**src/rtl/umtrx_stream_combiner_pkg.sv**
```systemverilog
// Shared definitions for the UmTRX stream combiner: beat framing, arbitration modes,
// setting-register offsets and the combiner FSM encoding.
package umtrx_stream_combiner_pkg;

  localparam int TLAST_BIT = 33;

  localparam logic MODE_RR   = 1'b0;
  localparam logic MODE_PRIO = 1'b1;

  localparam int REG_CTRL = 0;
  localparam int REG_SEL  = 1;

  typedef enum logic [1:0] {
    S_IDLE,
    S_ARB,
    S_PASS
  } state_t;

endpackage

```
**src/rtl/umtrx_rr_arbiter.sv**
```systemverilog
// Combinational N-way arbiter: round-robin starting after last_grant, or fixed
// priority with the lowest index winning.
module umtrx_rr_arbiter
  import umtrx_stream_combiner_pkg::*;
#(
  parameter int N  = 8,
  parameter int IW = $clog2(N)
) (
  input  logic [N-1:0]  req,
  input  logic          mode,
  input  logic [IW-1:0] last_grant,
  output logic [IW-1:0] grant,
  output logic          any
);

  int   idx;
  logic found;

  assign any = |req;

  always_comb begin
    grant = '0;
    found = 1'b0;
    idx   = 0;
    if (mode == MODE_PRIO) begin
      for (int i = N-1; i >= 0; i--)
        if (req[i]) grant = IW'(i);
    end else begin
      for (int k = 1; k <= N; k++) begin
        idx = (int'(last_grant) + k) % N;
        if (!found && req[idx]) begin
          grant = IW'(idx);
          found = 1'b1;
        end
      end
    end
  end

endmodule

```
**src/rtl/umtrx_stream_combiner.sv**
```systemverilog
// Packet-atomic N-input combiner: arbitrates whole packets onto one registered output,
// drains disabled ports so they never stall, and counts forwarded packets per port.
module umtrx_stream_combiner
  import umtrx_stream_combiner_pkg::*;
#(
  parameter int NUM_PORTS = 8,
  parameter int WIDTH     = 36,
  parameter int BASE      = 0,
  parameter int CNT_W     = 16
) (
  input  logic                       stream_clk,
  input  logic                       stream_rst_n,
  input  logic                       stream_clr,
  input  logic                       set_stb,
  input  logic [7:0]                 set_addr,
  input  logic [31:0]                set_data,
  input  logic [NUM_PORTS*WIDTH-1:0] inp_data,
  input  logic [NUM_PORTS-1:0]       inp_valid,
  output logic [NUM_PORTS-1:0]       inp_ready,
  output logic [WIDTH-1:0]           out_data,
  output logic                       out_valid,
  input  logic                       out_ready,
  output logic [31:0]                status
);

  localparam int IW = $clog2(NUM_PORTS);
  localparam logic [7:0] ADDR_CTRL = 8'(BASE + REG_CTRL);
  localparam logic [7:0] ADDR_SEL  = 8'(BASE + REG_SEL);

  state_t state, state_nxt;
  logic [IW-1:0] grant, last_grant, arb_grant;
  logic          arb_any;
  logic          mode;
  logic [3:0]    sel_port;
  logic [NUM_PORTS-1:0] enable, drain, in_pkt, req, acc, port_last;
  logic [NUM_PORTS-1:0][CNT_W-1:0] cnt;
  logic [WIDTH-1:0] pass_beat;
  logic          pass_rdy, pass_vld, pass_acc, pass_last;
  logic [15:0]   sel_cnt;
  logic          unused_set;

  assign unused_set = ^set_data;

  assign req       = inp_valid & enable & ~drain;
  assign pass_rdy  = (state == S_PASS) && (!out_valid || out_ready);
  assign pass_acc  = pass_rdy && pass_vld;
  assign pass_last = pass_beat[TLAST_BIT];
  assign acc       = inp_valid & inp_ready;

  umtrx_rr_arbiter #(.N(NUM_PORTS), .IW(IW)) u_arb (
    .req        (req),
    .mode       (mode),
    .last_grant (last_grant),
    .grant      (arb_grant),
    .any        (arb_any)
  );

  always_comb begin
    pass_beat = '0;
    pass_vld  = 1'b0;
    inp_ready = drain;
    port_last = '0;
    sel_cnt   = '0;
    for (int i = 0; i < NUM_PORTS; i++) begin
      port_last[i] = inp_data[i*WIDTH + TLAST_BIT];
      if (grant == IW'(i)) begin
        pass_beat    = inp_data[i*WIDTH +: WIDTH];
        pass_vld     = inp_valid[i];
        inp_ready[i] = drain[i] | pass_rdy;
      end
      if (sel_port == 4'(i)) sel_cnt = 16'(cnt[i]);
    end
  end

  always_comb begin
    state_nxt = state;
    case (state)
      S_IDLE:  if (|req) state_nxt = S_ARB;
      S_ARB:   state_nxt = arb_any ? S_PASS : S_IDLE;
      S_PASS:  if (pass_acc && pass_last) state_nxt = S_IDLE;
      default: state_nxt = S_IDLE;
    endcase
  end

  assign status = {state != S_IDLE, 3'b0, (state != S_IDLE) ? 4'(grant) : 4'd0, 8'b0, sel_cnt};

  // Settings survive stream_clr; only a full reset restores them.
  always_ff @(posedge stream_clk) begin
    if (!stream_rst_n) begin
      enable   <= '1;
      mode     <= MODE_RR;
      sel_port <= '0;
    end else if (set_stb) begin
      if (set_addr == ADDR_CTRL) begin
        enable <= set_data[NUM_PORTS-1:0];
        mode   <= set_data[31];
      end
      if (set_addr == ADDR_SEL) sel_port <= set_data[3:0];
    end
  end

  always_ff @(posedge stream_clk) begin
    if (!stream_rst_n || stream_clr) begin
      state      <= S_IDLE;
      grant      <= '0;
      last_grant <= IW'(NUM_PORTS - 1);
      out_valid  <= 1'b0;
      out_data   <= '0;
      cnt        <= '0;
      in_pkt     <= '0;
      drain      <= '0;
    end else begin
      state <= state_nxt;
      if (state == S_ARB && arb_any) grant <= arb_grant;
      if (pass_acc) begin
        out_data  <= pass_beat;
        out_valid <= 1'b1;
      end else if (out_ready) begin
        out_valid <= 1'b0;
      end
      if (pass_acc && pass_last) begin
        last_grant <= grant;
        cnt[grant] <= cnt[grant] + CNT_W'(1);
      end
      // Drain state only moves between packets, and never under the port being forwarded.
      for (int i = 0; i < NUM_PORTS; i++) begin
        if (acc[i]) in_pkt[i] <= !port_last[i];
        if (!in_pkt[i] && !(acc[i] && !port_last[i]) && !(state == S_PASS && grant == IW'(i)))
          drain[i] <= !enable[i];
      end
    end
  end

endmodule

```
**config.mk**
```make
export PLATFORM = sky130hd
export DESIGN_NAME = umtrx_stream_combiner
export DESIGN_NICKNAME = d
export VERILOG_FILES = /design/src/rtl/umtrx_stream_combiner_pkg.sv /design/src/rtl/umtrx_rr_arbiter.sv /design/src/rtl/umtrx_stream_combiner.sv
export SDC_FILE = /design/constraint.sdc
export NUM_CORES = 1
export LEC_CHECK = 0
export CAP_MARGIN = 20
export CORE_ASPECT_RATIO = 1.5
export CORE_UTILIZATION = 47
export DETAILED_ROUTE_END_ITERATION = 12
export PLACE_DENSITY = 0.78
export RECOVER_POWER = 50
export SLEW_MARGIN = 15
export SYNTH_ARGS = -nofsm -noshare
export SYNTH_HDL_FRONTEND = slang
export SYNTH_HIERARCHICAL = 1
export SYNTH_SLANG_ARGS = --single-unit
```
**constraint.sdc**
```tcl
create_clock -name stream_clk -period 4.2 [get_ports stream_clk]
set_clock_uncertainty 0.15 [all_clocks]
set_input_delay 0.63 -clock stream_clk [delete_from_list [all_inputs] [get_ports stream_clk]]
set_output_delay 0.63 -clock stream_clk [all_outputs]
set_load 0.01 [all_outputs]
```
### Word-level counts from Yosys, hierarchy flattened

Index checks and enable logic that the tools add are counted.

| storage, ports and cells | value |
|---|---|
| bits in registers | 202 |
| input port bits | 341 |
| output and inout port bits | 77 |
| logic and storage cells | 302 |

| cells by class | value |
|---|---|
| add/subtract/negate cells | 9 |
| magnitude comparators | 10 |
| eq/ne operators | 19 |
| mux-type cells | 99 |
| bitwise logic cells | 20 |
| reductions and logical operators | 113 |

Operators by type and width:

| cell | number |
|---|---|
| 2-to-1 mux 36 bit | 8 |
| 2-to-1 mux 16 bit | 10 |
| bitwise mux 128 bit | 1 |
| 2-to-1 mux 3 bit | 18 |
| logical NOT 1 bit | 49 |
| binary-select mux 16 bit (select 3 bit) | 1 |
| demux 16 bit (select 3 bit) | 1 |
| 2-to-1 mux 1 bit | 48 |
| logical AND 1 bit | 44 |
| < comparator 4 x 5 -> 1 bit, second input constant | 8 |
| AND 8 bit | 3 |
| binary-select mux 1 bit (select 3 bit) | 8 |
| OR reduction 3 bit | 8 |
| adder 16 x 1 -> 16 bit, second input constant | 1 |
| equality test 4 x 3 -> 1 bit, second input constant | 4 |
| adder 3 bit, second input constant | 4 |
| equality test 3 bit, second input constant | 4 |
| AND 1 bit, first input constant | 8 |
| equality test 4 x 2 -> 1 bit, second input constant | 2 |
| equality test 8 x 1 -> 1 bit, second input constant | 1 |
| logical NOT 8 bit | 1 |
| inverter 8 bit | 1 |
| bitwise OR 1 bit | 8 |
| OR reduction 8 bit | 1 |
| other kinds (18) | 28 |

### Longest topological paths before layout

Gate-level depths: netlist (run 1).

| logic depth | value |
|---|---|
| depth in word-level cells | 36 |
| mapped depth | 13 |
| mapped depth without buffers | 10 |

### Cells and area by module

The synthesis (run 1) kept the hierarchy.

By module, submodules not included:

| module | times used | cells an instance | area an instance (µm²) | sequential area each (µm²) |
|---|---|---|---|---|
| umtrx_stream_combiner | 1 | 1319 | 11182.0 | 4043.9 |
| umtrx_rr_arbiter | 1 | 131 | 1167.4 | 0.0 |

### Least setup slack after synthesis (run 1)

No wires, ideal clock.

| timing path | value |
|---|---|
| kind | reg-to-reg |
| start | register last_grant[1] |
| end | register grant[0] |
| library setup time | 65 ps |
| arrival time | 2795 ps |
| required time | 3985 ps |
| setup slack | 1190 ps |
| cell stages (with the launch flop) | 14 |
| path buffers | 3 |
| clock period less this slack | 3010 ps |
| cells stage by stage | dfxtp_1 buf_2 buf_2 inv_1 ha_1 clkbuf_8 mux4_2 nor2b_4 a2111o_1 a21oi_2 nor4_1 o32ai_1 mux2i_1 nor2_1 |

| between the ends | value |
|---|---|
| longest elaborated chain between the ends | 34 |
| elaborated cells on any way between the ends | 69 |

RTL lines:

| item | RTL line | RTL |
|---|---|---|
| from (decl) | umtrx_stream_combiner.sv:31 | `logic [IW-1:0] grant, last_grant, arb_grant;` |
| from (signal assigned) | umtrx_stream_combiner.sv:106 | `last_grant <= IW'(NUM_PORTS - 1);` |
| from (signal assigned) | umtrx_stream_combiner.sv:122 | `last_grant <= grant;` |
| adder 3 x 1 -> 3 bit | umtrx_rr_arbiter.sv:30 | `idx = (int'(last_grant) + k) % N;` |
| binary-select mux 1 bit (select 3 bit) | umtrx_rr_arbiter.sv:31 | `if (!found && req[idx]) begin` |
| 2-to-1 mux 1 bit (implied by the code) (2 in series) | umtrx_rr_arbiter.sv:31 |  |
| 2-to-1 mux 1 bit | umtrx_rr_arbiter.sv:31 |  |
| 2-to-1 mux 1 bit | umtrx_rr_arbiter.sv:25 | `if (mode == MODE_PRIO) begin` |
| logical NOT 1 bit | umtrx_rr_arbiter.sv:31 |  |
| logical AND 1 bit | umtrx_rr_arbiter.sv:31 |  |
| 2-to-1 mux 1 bit | umtrx_rr_arbiter.sv:31 |  |
| (+18 left out) | - |  |
| logical AND 1 bit | umtrx_rr_arbiter.sv:31 |  |
| 2-to-1 mux 1 bit | umtrx_rr_arbiter.sv:31 |  |
| 2-to-1 mux 1 bit | umtrx_rr_arbiter.sv:25 |  |
| logical NOT 1 bit | umtrx_rr_arbiter.sv:31 |  |
| logical AND 1 bit | umtrx_rr_arbiter.sv:31 |  |
| 2-to-1 mux 3 bit (*) | umtrx_rr_arbiter.sv:31 |  |
| 2-to-1 mux 3 bit (*) | umtrx_rr_arbiter.sv:25 |  |
| via arb_grant[0] | umtrx_stream_combiner.sv:31 |  |
| to (signal assigned) | umtrx_stream_combiner.sv:114 | `if (state == S_ARB && arb_any) grant <= arb_grant;` |
| to (decl) | umtrx_stream_combiner.sv:31 |  |

Mark *: on every way through the listed nets, which the timed path passes. The rest lies on a longest branch. The select of a mux whose other input is x is not followed.
A chain may end at the register's enable or synchronous reset.

### Final worst setup path (run 1)

| timing path | value |
|---|---|
| start | register grant[0] |
| end | output inp_ready[0] |

| between the ends | value |
|---|---|
| longest elaborated chain between the ends | 2 |

RTL lines:

| item | RTL line | RTL |
|---|---|---|
| logical NOT 3 bit | umtrx_stream_combiner.sv:66 | `if (grant == IW'(i)) begin` |
| 2-to-1 mux 1 bit | umtrx_stream_combiner.sv:66 |  |
| to (decl) | umtrx_stream_combiner.sv:19 | `output logic [NUM_PORTS-1:0] inp_ready,` |

No other way between the ends.

==> results of run 1 <==
cells in the mapped netlist, types with 7 or more instances:
cell      count  area share (%)
xnor2_1      11            0.78
a21o_1       11            0.67
a311oi_1     35             2.5
buf_2        17            0.69
mux2_2       12             1.1
nand2b_1     13            0.66
nand3_1      19            0.77
a221o_1       8            0.65
nand2_1     153             4.7
nor2b_1      12            0.61
mux2i_1      56             4.5
a22oi_1      44             2.7
a221oi_1     72             5.1
o21ai_1      10            0.41
nor4_1        8            0.41
nor2_1      162             4.9
inv_1        24            0.73
nor3_1       15            0.61
o211ai_1     11            0.67
a31oi_1       7            0.35
o21ai_0      88             3.6
nand4_1      16            0.81
o22ai_1      10            0.51
clkbuf_1     81             2.5
a21oi_1      98             4.0
buf_4        14            0.85
a22o_1       72             5.1
mux4_2       31             5.7
a211oi_1     20             1.2
dfxtp_1     202              33
buf_6        11             1.0
worst max-delay path, stage by stage (launching register included):
cell and delay [ps]:
dfxtp_2 800, buf_12 260, or2_0 650, nor2_1 210
a21o_1 250, clkdlybuf4s50_1 500
per-stage QoR:
stage          hold slack, ps  power [mW]  utilization (%)
4_1_cts                   319        4.53             67.0
3_3_place_gp              299        2.56             64.2
3_5_place_dp              311        2.56             64.2
5_1_grt                   347        4.64             66.8
2_1_floorplan             286        2.17                -
6_report                  319        4.52             66.8
area by class of cell:
class / count / area, µm² / area share (%)
Timing Repair Buffer: 450 / 4340 / 25.2
Sequential cell: 202 / 4050 / 23.5
Clock buffer: 27 / 609 / 3.54
Multi-Input combinational cell: 1098 / 7580 / 44.0
Tap cell: 333 / 417 / 2.42
Clock inverter: 10 / 116 / 0.676
Antenna cell: 5 / 12.5 / 0.0727
Inverter: 27 / 101 / 0.589
flip-flops by register name (all words and copies together), names as in the netlist:
signal,cells
mode,1
enable,8
cnt,128
state,2
out_valid,1
grant,3
drain,8
sel_port,4
out_data,36
in_pkt,8
last_grant,3
metal layers:
metal | share of wire [%] | vias up
li1 | - | 6208
met1 | 34 | 6644
met2 | 45 | 1003
met3 | 14 | 268
met4 | 6.6 | 4
met5 | 0.041 | -
power breakdown:
part	total, mW	internal [mW]	leakage (nW)	switching [mW]
logic	0.605	0.360	4.36	0.245
registers	1.93	1.92	1.63	0.00752
clock network	1.99	1.15	0.356	0.836
worst min-delay path by stage:
stage,startpoint,end,slack (ps),depth (start not counted)
after floorplan,cnt[107],cnt[107],290,2
after global placement,cnt[107],cnt[107],300,2
after detailed placement,cnt[37],cnt[37],310,2
after CTS,cnt[37],cnt[37],320,2
after global routing,cnt[100],cnt[100],350,2
final,cnt[107],cnt[107],320,2
cells by family after synthesis:
| logic type | after synthesis | share of synthesized area (%) |
|---|---|---|
| adder cells (fa/ha/maj) | 3 | 0.304 |
| buffers and inverters | 161 | 6.81 |
| multiplexers | 107 | 12.3 |
| AND/OR/NAND/NOR | 440 | 16.4 |
| flip-flops | 202 | 32.7 |
| AO/OA/AOI/OAI | 521 | 30.2 |
| other | 1 | 0.0304 |
| XOR/XNOR | 15 | 1.19 |
==> impl_metrics.json, run 1 <==
{
  "use_met2_pct": 64.1,
  "maxSlewHeadroom_pct": -0.250,
  "die-area_um2": 26900,
  "cp-end-kind": "output pin",
  "postCtsSetupRepairBufs": 0,
  "antenna_found_initial": 7,
  "grt_pass1_wl_um": 81900,
  "grt_pass1_vias": 13606,
  "io_pins": 418,
  "synth_edf_count": 0,
  "grt_overflow": 0,
  "min_path_type": "flip-flop to flip-flop",
  "tns_ps": 0,
  "reg2reg_to": "cnt[94]",
  "startpoint_type": "flip-flop",
  "fin_crit_sh_pct": 94.8,
  "leakage_nw": 6.34,
  "worst_slack_ps": 218,
  "drcViolationCount": 0,
  "design_area_um2": 17200,
  "dieWidth_um": 134,
  "max-vdd-ir-drop_mv": 0.311,
  "final_cell_mix": "clkdlybuf4s50_1 (341), dfxtp_1 (200), nor2_1 (155)",
  "path_max_fanout": 23,
  "busiest_layer": "met2",
  "setup_viol": 0,
  "critical_path_class": "flip-flop to output pin",
  "yosys_warnings": 6,
  "numCtsBuffers": 22,
  "crit_arrival_ps": 3200,
  "die_y_um": 201,
  "report.final.hold_viol_count": 0,
  "synth_cell_types": 92,
  "cts-resized-gates": 0,
  "finish.net_count": 2145,
  "final_common_cell": "clkdlybuf4s50_1",
  "rrSetupSlack_ps": 260,
  "num_vias": 14127,
  "placed_area_um2": 16500,
  "rows": 72,
  "violations": "capacitance limit, slew limit",
  "initial_core_util_pct": 47.9,
  "place_inst": 2110,
  "clk_path_buf_depth": 3,
  "crit_end": "inp_ready[0]",
  "cts-root-buf": "clkbuf_16",
  "cts_tree": "yes",
  "avgSynthCellArea_um2": 8.52,
  "worst_slew_pin_slew_ps": 1500,
  "use_met1_pct": 45.5,
  "core-area_um2": 25800,
  "drt_iter0_drc": 1528,
  "first_pass_iters": 6,
  "ys.flop_type": "dfxtp_1",
  "ys_ff_latch": 202,
  "status": "complete, but fails checks",
  "area_delta_synth_final_pct": 39.4,
  "stdcell_count": 2152,
  "dp_worst_setup_slack_ps": 381,
  "post-route-min-period_ps": 3980,
  "h-tree-depth": 1,
  "grt_use_total_pct": 40.3,
  "reg2regPathDepth": 9,
  "met3_usage_pct": 15.7,
  "place.gp.congestion": 1.03,
  "cts.hold.buffers_added": 0,
  "cts.sinks": 202,
  "rsz0062_at_grt": "false",
  "hpwl_um": 40700,
  "clk_pin_slew_worst_paths_ps": 70,
  "wire_per_inst_um": 26.1,
  "critPathRequiredTime_ps": 3420,
  "portBuffers": 382,
  "drv_slew": 34,
  "routed_via_density": 6.56,
  "drtAntennaViolNets": 0,
  "netlist_area_um2": 12300,
  "synthArstFlopShare_pct": 0,
  "timing.rr.start": "grant[0]",
  "drt_wl_total_um": 56200,
  "postSynthCellCount": 1450,
  "fill_cells": 2201,
  "drive_above_1_share_pct": 10.3,
  "insertion_delay_ps": 530,
  "synth-seq-area-share_pct": 32.7,
  "grt_max_degree": 72,
  "cp-startpoint": "grant[0]",
  "fmax_mhz": 251,
  "drv_cap": 1,
  "power_density_nw_per_um2": 263
}
Power figures use the tool's default switching activity.
==> run 2: changes to the inputs <==
CORE_MARGIN = 5   (was unset)
==> impl_metrics.json, run 2 (synthesized netlist as in run 1, its figures left out) <==
{
  "max-vdd-ir-drop_mv": 0.433,
  "grt_pass1_vias": 13677,
  "cts-resized-gates": 0,
  "rsz0062_at_grt": "false",
  "numCtsBuffers": 22,
  "worst_slew_pin_slew_ps": 1470,
  "place_inst": 2103,
  "cts_tree": "yes",
  "hpwl_um": 41600,
  "cts.hold.buffers_added": 0,
  "stdcell_count": 2143,
  "top_regs": "cnt: 128 flops, out_data: 36 flops",
  "grt_pass1_wl_um": 82800,
  "grt_use_total_pct": 35.8,
  "fmax_mhz": 255,
  "rows": 72,
  "drv_slew": 0,
  "finish.net_count": 2138,
  "first_pass_iters": 6,
  "io_pins": 418,
  "drv_cap": 0,
  "place.gp.congestion": 0.992,
  "drt_wl_total_um": 56300,
  "cts-root-buf": "clkbuf_16",
  "insertion_delay_ps": 520,
  "largest_register": "cnt",
  "core-area_um2": 25900,
  "antenna_found_initial": 2,
  "crit_arrival_ps": 4120,
  "initial_core_util_pct": 47.8,
  "report.final.hold_viol_count": 0,
  "postCtsSetupRepairBufs": 0,
  "drive_above_1_share_pct": 10.0,
  "cts.sinks": 202,
  "leakage_nw": 6.34,
  "area_delta_synth_final_pct": 39.2,
  "setup_viol": 0,
  "fin_crit_sh_pct": 93.2,
  "clk_path_buf_depth": 3,
  "placed_area_um2": 16500,
  "min_path_type": "flip-flop to flip-flop",
  "critical_path_class": "flip-flop to flip-flop",
  "power_density_nw_per_um2": 260,
  "portBuffers": 382,
  "grt_max_degree": 64,
  "whs_ps": 315,
  "drt_iter0_drc": 1583,
  "dp_worst_setup_slack_ps": 496,
  "post-route-min-period_ps": 3910,
  "h-tree-depth": 1,
  "tns_ps": 0,
  "final_util_pct": 66.5,
  "wire_per_inst_um": 26.3,
  "startpoint_type": "flip-flop",
  "design_area_um2": 17200,
  "clk_pin_slew_worst_paths_ps": 60,
  "die-area_um2": 29700,
  "final_common_cell": "clkdlybuf4s50_1",
  "grt_overflow": 0,
  "path_max_fanout": 39,
  "routed_via_density": 6.45,
  "largest_reg_flops": 128,
  "drtAntennaViolNets": 0,
  "die_y_um": 209,
  "final_cell_mix": "clkdlybuf4s50_1 (341), dfxtp_1 (200), nor2_1 (154)",
  "drcViolationCount": 0,
  "p_total_mw": 4.46,
  "dieWidth_um": 142,
  "worst_slack_ps": 285,
  "cp-end-kind": "flip-flop",
  "status": "finished, final reports clean",
  "maxSlewHeadroom_pct": 1.72,
  "num_vias": 13816,
  "critPathRequiredTime_ps": 4410
}
## run 2: cell count changes in the layout (fill, tap and decap cells not counted), moves of 2 or more
| cell | delta |
|---|---|
| clkbuf_2 | -5 |
| diode_2 | -4 |
| clkinvlp_4 | -2 |
| clkbuf_1 | +2 |
## run 2: layout make-up
class / instances / area (µm²)
Inverter: 27 / 101
Antenna cell: 1 / 2.50
Timing Repair Buffer: 443 / 4320
Clock inverter: 6 / 58.8
Sequential cell: 202 / 4050
Multi-Input combinational cell: 1098 / 7600
Clock buffer: 33 / 653
Tap cell: 333 / 417
Fill cell: 2163 / 8660
## run 2: routing by layer
| layer | vias to the layer above | track usage (%) | wire [µm] |
|---|---|---|---|
| li1 | 6196 | - | - |
| met1 | 6554 | 41.4 | 19800 |
| met5 | - | 0 | 13 |
| met2 | 860 | 59.8 | 26600 |
| met4 | 2 | 16.8 | 3200 |
| met3 | 204 | 11.1 | 6750 |
## run 2: where the power goes
group	total, mW	leakage (nW)	internal [mW]	switching (mW)
combinational	0.598	4.35	0.360	0.238
sequential	1.93	1.63	1.92	0.00549
clock	1.94	0.353	1.13	0.804
## run 2: path summary, 6_finish.rpt
kind	start	cells past startpoint	slack (ps)	endpoint
max	grant[1]	9	290	cnt[26]
max reg2reg	grant[1]	9	290	cnt[26]
min	cnt[100]	2	320	cnt[100]
min reg2reg	cnt[100]	2	320	cnt[100]
## run 2: critical path: stages (launching register included)
cell and delay, ps:
dfxtp_2 490, buf_12 280, inv_1 100, clkbuf_1 620, o32a_1 320, o2111ai_2 190, nor4_2 590, nand3_1 190
xnor2_1 660, a21oi_1 160
